==> src/rtl/i2c_txn_frontend.sv <==
// ---------------------------------------------------------------------------
// i2c_txn_frontend
//
// Purpose:
//   Command stage in front of the I2C controller FSM/datapath. It takes one
//   transaction per request, launches the controller, gathers received bytes,
//   watches for NACK and a watchdog timeout, and returns one response per
//   request.
//
// Ports:
//   clk, rst           clock (rising edge), asynchronous active-low reset
//   req_valid/ready    request handshake (req_ready is the only comb output)
//   req_addr/rw/wdata  7-bit target address, direction, up to 3 write bytes
//   resp_valid/ready   response handshake
//   resp_rdata         received bytes, first byte in [7:0]
//   resp_status        0 = OK, 1 = NACK, 2 = TIMEOUT
//   start              launch strobe to the controller
//   addr_rw, rw        latched {addr, rw} and direction for the controller
//   tx_data            latched write bytes for the controller datapath
//   ctrl_idle          controller FSM is in IDLE
//   rx_valid, rx_byte  one-cycle pulse carrying a received byte
//   nack               one-cycle pulse: target did not acknowledge
// ---------------------------------------------------------------------------
module i2c_txn_frontend #(
  parameter int unsigned TIMEOUT_CYCLES = 32768
) (
  input  logic        clk,
  input  logic        rst,
  input  logic        req_valid,
  output logic        req_ready,
  input  logic [6:0]  req_addr,
  input  logic        req_rw,
  input  logic [23:0] req_wdata,
  output logic        resp_valid,
  input  logic        resp_ready,
  output logic [23:0] resp_rdata,
  output logic [1:0]  resp_status,
  output logic        start,
  output logic [7:0]  addr_rw,
  output logic        rw,
  output logic [23:0] tx_data,
  input  logic        ctrl_idle,
  input  logic        rx_valid,
  input  logic [7:0]  rx_byte,
  input  logic        nack
);

  typedef enum logic [1:0] {IDLE, LAUNCH, RUN, RESP} state_t;

  localparam logic [1:0]  STATUS_OK      = 2'd0;
  localparam logic [1:0]  STATUS_NACK    = 2'd1;
  localparam logic [1:0]  STATUS_TIMEOUT = 2'd2;
  localparam logic [15:0] COUNT_LAST     = 16'(TIMEOUT_CYCLES - 1);

  state_t      r_state;
  state_t      w_nextState;

  logic        r_start;
  logic        r_respValid;
  logic [23:0] r_respRdata;
  logic [1:0]  r_respStatus;
  logic [7:0]  r_addrRw;
  logic        r_rw;
  logic [23:0] r_txData;
  logic [1:0]  r_rxIdx;
  logic [15:0] r_count;

  logic [23:0] w_respRdataNext;
  logic [1:0]  w_respStatusNext;
  logic [7:0]  w_addrRwNext;
  logic        w_rwNext;
  logic [23:0] w_txDataNext;
  logic [1:0]  w_rxIdxNext;
  logic [15:0] w_countNext;

  logic        w_accept;
  logic        w_expire;
  logic        w_respTake;

  // A new request is only taken once both this block and the controller are
  // idle, which also holds off new work after a timeout left the bus busy.
  assign req_ready  = (r_state == IDLE) && ctrl_idle;
  assign w_accept   = req_valid && req_ready;
  assign w_expire   = (r_count == COUNT_LAST);
  assign w_respTake = r_respValid && resp_ready;

  assign start       = r_start;
  assign resp_valid  = r_respValid;
  assign resp_rdata  = r_respRdata;
  assign resp_status = r_respStatus;
  assign addr_rw     = r_addrRw;
  assign rw          = r_rw;
  assign tx_data     = r_txData;

  // State register
  always_ff @(posedge clk or negedge rst) begin
    if (!rst) r_state <= IDLE;
    else      r_state <= w_nextState;
  end

  // Next-state logic; in RUN a controller return beats a same-cycle expiry
  always_comb begin
    w_nextState = r_state;
    case (r_state)
      IDLE:    if (w_accept) w_nextState = LAUNCH;
      LAUNCH:  if (w_expire) w_nextState = RESP;
               else if (!ctrl_idle) w_nextState = RUN;
      RUN:     if (ctrl_idle || w_expire) w_nextState = RESP;
      RESP:    if (w_respTake) w_nextState = IDLE;
      default: w_nextState = IDLE;
    endcase
  end

  // Output/datapath next values; TIMEOUT overrides a NACK seen in the same
  // transaction because it is written after the NACK update.
  always_comb begin
    w_respRdataNext  = r_respRdata;
    w_respStatusNext = r_respStatus;
    w_addrRwNext     = r_addrRw;
    w_rwNext         = r_rw;
    w_txDataNext     = r_txData;
    w_rxIdxNext      = r_rxIdx;
    w_countNext      = r_count;
    case (r_state)
      IDLE: begin
        if (w_accept) begin
          w_addrRwNext     = {req_addr, req_rw};
          w_rwNext         = req_rw;
          w_txDataNext     = req_wdata;
          w_respRdataNext  = 24'd0;
          w_respStatusNext = STATUS_OK;
          w_rxIdxNext      = 2'd0;
          w_countNext      = 16'd0;
        end
      end
      LAUNCH: begin
        if (r_count != 16'hFFFF) w_countNext = r_count + 16'd1;
        if (nack) w_respStatusNext = STATUS_NACK;
        if (w_expire) w_respStatusNext = STATUS_TIMEOUT;
      end
      RUN: begin
        if (r_count != 16'hFFFF) w_countNext = r_count + 16'd1;
        if (rx_valid && r_rw && (r_rxIdx != 2'd3)) begin
          case (r_rxIdx)
            2'd0:    w_respRdataNext[7:0]   = rx_byte;
            2'd1:    w_respRdataNext[15:8]  = rx_byte;
            default: w_respRdataNext[23:16] = rx_byte;
          endcase
          w_rxIdxNext = r_rxIdx + 2'd1;
        end
        if (nack) w_respStatusNext = STATUS_NACK;
        if (w_expire && !ctrl_idle) w_respStatusNext = STATUS_TIMEOUT;
      end
      default: ;
    endcase
  end

  // Output registers; start and resp_valid follow the state being entered
  always_ff @(posedge clk or negedge rst) begin
    if (!rst) begin
      r_start      <= 1'b0;
      r_respValid  <= 1'b0;
      r_respRdata  <= 24'd0;
      r_respStatus <= STATUS_OK;
      r_addrRw     <= 8'd0;
      r_rw         <= 1'b0;
      r_txData     <= 24'd0;
      r_rxIdx      <= 2'd0;
      r_count      <= 16'd0;
    end else begin
      r_start      <= (w_nextState == LAUNCH);
      r_respValid  <= (w_nextState == RESP);
      r_respRdata  <= w_respRdataNext;
      r_respStatus <= w_respStatusNext;
      r_addrRw     <= w_addrRwNext;
      r_rw         <= w_rwNext;
      r_txData     <= w_txDataNext;
      r_rxIdx      <= w_rxIdxNext;
      r_count      <= w_countNext;
    end
  end

endmodule
==> config.mk <==
export PLATFORM = sky130hd
export DESIGN_NAME = i2c_txn_frontend
export DESIGN_NICKNAME = d
export VERILOG_FILES = /design/src/rtl/i2c_txn_frontend.sv
export SDC_FILE = /design/constraint.sdc
export NUM_CORES = 1
export LEC_CHECK = 0
export CORE_ASPECT_RATIO = 1.4
export CORE_MARGIN = 2
export CORE_UTILIZATION = 50
export CTS_CLUSTER_SIZE = 40
export DETAILED_ROUTE_END_ITERATION = 10
export PLACE_DENSITY = 0.84
export SETUP_SLACK_MARGIN = 0.15
export SLEW_MARGIN = 20
export SYNTH_ARGS = -nofsm -noshare
export SYNTH_HDL_FRONTEND = slang
export SYNTH_SLANG_ARGS = --single-unit
==> constraint.sdc <==
create_clock -name clk -period 6.45 [get_ports clk]
set_input_delay 1.6125 -clock clk [delete_from_list [all_inputs] [get_ports clk]]
set_output_delay 1.6125 -clock clk [all_outputs]
set_load 0.005 [all_outputs]
==> results of run 1 <==
-- final timing paths --
path                        startpoint  cells after the start             end  slack (ns)
min reg2reg                tx_data[18]                      2     tx_data[18]        0.48
max                          ctrl_idle                      3       req_ready        1.92
max reg2reg                 r_state[0]                      8      r_count[7]        3.68
min                        tx_data[18]                      2     tx_data[18]        0.48
min in group asynchronous          rst                      1  resp_rdata[22]        1.42
max in group asynchronous          rst                      1     r_count[14]        4.43
-- cells in the mapped netlist, types with 3 or more instances --
| library cell | count | share of area, % |
|---|---|---|
| mux2_2 | 24 | 7.4 |
| o21ai_0 | 16 | 2.2 |
| xnor2_1 | 5 | 1.2 |
| nand2_1 | 111 | 11 |
| nand3_1 | 10 | 1.4 |
| a211oi_1 | 4 | 0.82 |
| dfrtp_1 | 80 | 55 |
| nor3_1 | 5 | 0.69 |
| ha_1 | 9 | 3.1 |
| mux2i_1 | 3 | 0.82 |
| or2_2 | 3 | 0.51 |
| a21boi_0 | 3 | 0.62 |
| nor2_1 | 19 | 2.0 |
| inv_1 | 10 | 1.0 |
| buf_2 | 4 | 0.55 |
| a21oi_1 | 8 | 1.1 |
| and2_1 | 10 | 1.7 |
| and3_1 | 4 | 0.69 |
| a21o_1 | 5 | 1.0 |
| clkbuf_1 | 12 | 1.2 |
-- power by group through the flow --
stage	combinational [mW]	clock [mW]	sequential (mW)
2_1_floorplan	0.434	0	0.828
3_3_place_gp	0.924	0	0.820
3_5_place_dp	0.955	0	0.826
4_1_cts	0.960	0.375	0.819
5_1_grt	1.04	0.398	0.847
6_report	0.953	0.366	0.821
-- worst min-delay path, stage by stage, from the launching register on --
cell,delay (ns)
dfrtp_1,0.35
nand2_1,0.05
nand2_1,0.05
-- state kept, by name (all words and copies together) (netlist names) --
signal / cells
r_count: 16
addr_rw: 8
r_rxIdx: 2
tx_data: 24
resp_rdata: 24
resp_status: 2
start: 1
resp_valid: 1
r_state: 2
-- through the flow --
stage | setup slack [ns] | total power [mW] | cell area (um2)
floorplan | 2.948 | 1.262 | 3646
global placement | 1.971 | 1.744 | 4786
detailed placement | 1.928 | 1.781 | 4786
CTS | 1.924 | 2.154 | 4985
global route | 1.878 | 2.283 | 4985
finish | 1.922 | 2.140 | 4985
-- cells by family after synthesis --
logic type | count (synthesis) | synth area share [%]
buf+inv | 27 | 3.020
simple gates | 173 | 20.59
flops | 80 | 54.91
xor+xnor | 5 | 1.201
compound gates | 49 | 8.957
mux | 27 | 8.236
fa+ha+maj | 9 | 3.089
-- cell type report --
class                           count  area, um2
Sequential cell                    80       2002
Timing Repair Buffer              110       1094
Inverter                           10      37.54
Clock buffer                       12      145.1
Clock inverter                      4      53.80
Fill cell                         525       2042
Multi-Input combinational cell    263       1534
Tap cell                           95      118.9
-- metal layers --
| layer | global-route usage [%] | wire (um) | vias up |
|---|---|---|---|
| met5 | 0 | 0 | - |
| met4 | 12.47 | 288 | 0 |
| met3 | 4.231 | 347 | 21 |
| met2 | 40.50 | 4583 | 88 |
| met1 | 25.62 | 3397 | 1460 |
| li1 | - | - | 1433 |
==> impl_metrics.tcl, run 1 <==
set metrics [dict create \
    worstPathArrival_ns 2.92 \
    cts_setup_buffers 0 \
    p_leak_nw 2.313 \
    dieHeight_um 105.0 \
    rsz0062_at_grt "false" \
    yosysUniqueCellTypes 41 \
    first_iter_violations 138 \
    routabilityCongestion 0.8604 \
    numPortBuffers 108 \
    period_share_pct 70.20 \
    track_usage_pct 22.76 \
    min_period_ns 4.528 \
    cts.sinks 80 \
    critical_path.cell_chain "clkdlybuf4s50_1 -> and2_1 -> clkdlybuf4s50_1" \
    path_delay_family "buffers and inverters" \
    worst_path_max_delay_cell "clkdlybuf4s50_1" \
    stdcell_count 574 \
    worstSetupStartpointType "input port" \
    antenna-diode-count 0 \
    whs_ns 0.4779 \
    required_ns 4.84 \
    finalHoldViolations 0 \
    final_common_cell "nand2_1" \
    hp-class "flop to flop" \
    status "completed" \
    vias 3002 \
    async_flop_share_pct 100.0 \
    totalWireLength_um 8616 \
    start_util_pct 51.89 \
    ys_ff_latch 80 \
    crit_top_cell "clkdlybuf4s50_1" \
    nets 530 \
    die_w_um 76.17 \
    fin_util_pct 70.94 \
    internal_power_mw 1.421 \
    dpl.cell_count 558 \
    clk_latency_ns 0.36 \
    cts_buffer_depth 2 \
    routedWlPerCell_um 15.01 \
    hpwl_um 6154 \
    grt_overflow 0 \
    ios 109 \
    cts_tree "yes" \
    placementRows 36 \
    cts_resized 0 \
    antenna_found_initial 0 \
    seqPwrFrac_pct 38.3 \
    drt-vias-per-instance 5.230 \
    p_clk_share_pct 17.1 \
    synth_area_per_cell_um2 9.854 \
    synth_top_flop_cell "dfrtp_1" \
    post-route-drc-count 0 \
    path_buf_inv 2 \
    ir_drop_uv 242.7 \
    grt_pass1_vias 2982 \
    slew_viol_final 0 \
    switchingPower_mw 0.7188 \
    cts-root-buf "clkbuf_8" \
    grt_max_degree 81 \
    max_freq_mhz 220.9 \
    ant_nets 0 \
    clkTransAtPathRegs_ns 0.08 \
    switching_share_pct 33.60 \
    core_mm2 0.007027 \
    yosysWarnings 0 \
    htreeDepth 3 \
    setup_tns_ns 0 \
    syn-cell-area_mm2 0.003646 \
    relSlewSlack_pct 35.52 \
    yosysSeqAreaShare_pct 54.91 \
    worstPathMaxFanout 9 \
    grt_pass1_wl_um 14310 \
    final_cell_mix "111 x nand2_1, 107 x clkdlybuf4s50_1, 80 x dfrtp_1" \
    dr.pass1.iters 4 \
    max_cap_viol_count 0 \
    syn_nets 426 \
    crit_type "input port to output port" \
    critPathCaptureType "output port" \
    area.growth.synth_to_final_pct 36.72 \
    worst_slew_pin_slew_ns 0.9672 \
    critical_path.max_stage_delay_ns 0.63 \
    p_per_area_mw_per_mm2 429.2 \
    combPwrFrac_pct 44.5 \
    setup_viol 0 \
    drive_above_1_share_pct 10.44 \
    numCtsBuffers 9 \
    hold_buffers 0 \
    dieArea_mm2 0.008001 \
    skew_ns 0.009690 \
    synth_edf_count 0 \
    synthCells 370 \
]
(Power assumes the default switching activity.)
==> inputs of run 2 (changes only) <==
- CORE_UTILIZATION: 50 -> 47
- PLACE_DENSITY: 0.84 -> 0.8
- clock period: 6.45 -> 4.6 ns (I/O delays scaled with it)
==> impl_metrics.tcl, run 2 (synthesized netlist as in run 1, its figures left out) <==
set metrics [dict create \
    min_period_ns 3.581 \
    final_common_cell "nand2_1" \
    final_cell_mix "111 x nand2_1, 107 x clkdlybuf4s50_1, 80 x dfrtp_1" \
    routedWlPerCell_um 14.78 \
    placed_area_mm2 0.004792 \
    min_from "tx_data[9]" \
    grt_pass1_vias 2991 \
    dp_slack_ns 1.034 \
    grt_max_degree 81 \
    max_cap_viol_count 0 \
    core_mm2 0.007655 \
    p_leak_nw 2.308 \
    start_util_pct 47.63 \
    antenna-diode-count 0 \
    grt_pass1_wl_um 14150 \
    grt_overflow 0 \
    drt-vias-per-instance 5.218 \
    antenna_found_initial 0 \
    post-route-drc-count 0 \
    track_usage_pct 21.65 \
    final_cell_area_mm2 0.004965 \
    whs_path_depth 2 \
    hpwl_um 6167 \
    power_mw 2.933 \
    skew_ns 0.009231 \
    cts_resized 0 \
    cts_buffer_depth 2 \
    crit_type "input port to output port" \
    rr_endpoint "resp_rdata[7]" \
    setup_tns_ns 0 \
    rsz0062_at_grt "false" \
    hp-class "flop to flop" \
    worstPathArrival_ns 2.43 \
    period_share_pct 77.85 \
    required_ns 3.45 \
    cts_setup_buffers 0 \
    dieArea_mm2 0.008488 \
    max_freq_mhz 279.2 \
    drive_above_1_share_pct 10.46 \
    worstSetupStartpointType "input port" \
    routabilityCongestion 0.8042 \
    numCtsBuffers 9 \
    die_w_um 78.44 \
    clk_latency_ns 0.35 \
    vias 3016 \
    totalWireLength_um 8542 \
    dr.pass1.iters 4 \
    ios 109 \
    ant_nets 0 \
    htreeDepth 3 \
    ir_drop_uv 358.6 \
    placementRows 38 \
    dieHeight_um 108.2 \
    cts.sinks 80 \
    critPathCaptureType "output port" \
    clkTransAtPathRegs_ns 0.07 \
    nets 530 \
    reg2reg_slack_ns 1.87 \
    cts_tree "yes" \
    first_iter_violations 163 \
    holdPathEnd "tx_data[9]" \
    slew_viol_final 0 \
    cts-root-buf "clkbuf_8" \
    r2r_start "r_state[0]" \
    worstPathMaxFanout 9 \
    worst_r2r_path_depth 7 \
    setup_viol 0 \
    p_per_area_mw_per_mm2 590.7 \
    numPortBuffers 108 \
    hold_buffers 0 \
    worst_slew_pin_slew_ns 0.9770 \
    finalHoldViolations 0 \
    status "completed" \
    relSlewSlack_pct 34.87 \
    filler_cell_count 630 \
    area.growth.synth_to_final_pct 36.17 \
    worst_slack_ns 1.019 \
]
==> run 2: cell count changes in the layout (fill, tap and decap cells not counted) <==
cell        change
clkinv_2        +2
clkinv_4        -1
clkinvlp_4      -1
clkbuf_8        +1
clkbuf_1        -1
bufinv_16       -1
==> run 2: power by group <==
part / internal, mW / total, mW / leakage, nW / switching [mW]
sequential: 0.979 / 1.15 / 1.05 / 0.175
combinational: 0.744 / 1.32 / 1.17 / 0.574
clock: 0.221 / 0.461 / 0.0882 / 0.241
total: 1.94 / 2.93 / 2.31 / 0.989
==> run 2: worst max path at each step <==
stage,from,to,slack (ns)
after floorplan,ctrl_idle,req_ready,2.02
after global placement,ctrl_idle,req_ready,1.05
after detailed placement,ctrl_idle,req_ready,1.03
after CTS,ctrl_idle,req_ready,1.03
after global routing,ctrl_idle,req_ready,0.95
final,ctrl_idle,req_ready,1.02
==> run 2: critical path, cell delays in order <==
cell and delay, ns:
clkdlybuf4s50_1 0.61, and2_1 0.17, clkdlybuf4s50_1 0.50
==> run 2: layout make-up <==
class,instances,area (um2),area share [%]
inverters,10,37.54,0.7560
flip-flops and latches,80,2002,40.32
repair buffers,110,1094,22.03
clock inverters,3,17.52,0.3528
multi-input cells,263,1534,30.90
well taps,100,125.1,2.520
clock buffers,12,155.1,3.125
==> run 2: through the flow <==
step / std cells / hold slack (ns) / utilization (%)
6_report: 578 / 0.4759 / 64.86
5_1_grt: 578 / 0.4948 / 64.86
4_1_cts: 578 / 0.4805 / 64.86
3_5_place_dp: 563 / 0.4614 / 62.60
3_3_place_gp: 563 / 0.4592 / 62.60
2_1_floorplan: 370 / 0.4686 / -
==> run 2: routing by layer <==
layer / up-vias / wire [um] / track usage, %
met5: - / 0 / 0
li1: 1436 / - / -
met1: 1458 / 3426 / 25.41
met4: 0 / 234 / 8.897
met2: 103 / 4468 / 37.32
met3: 19 / 413 / 6.093
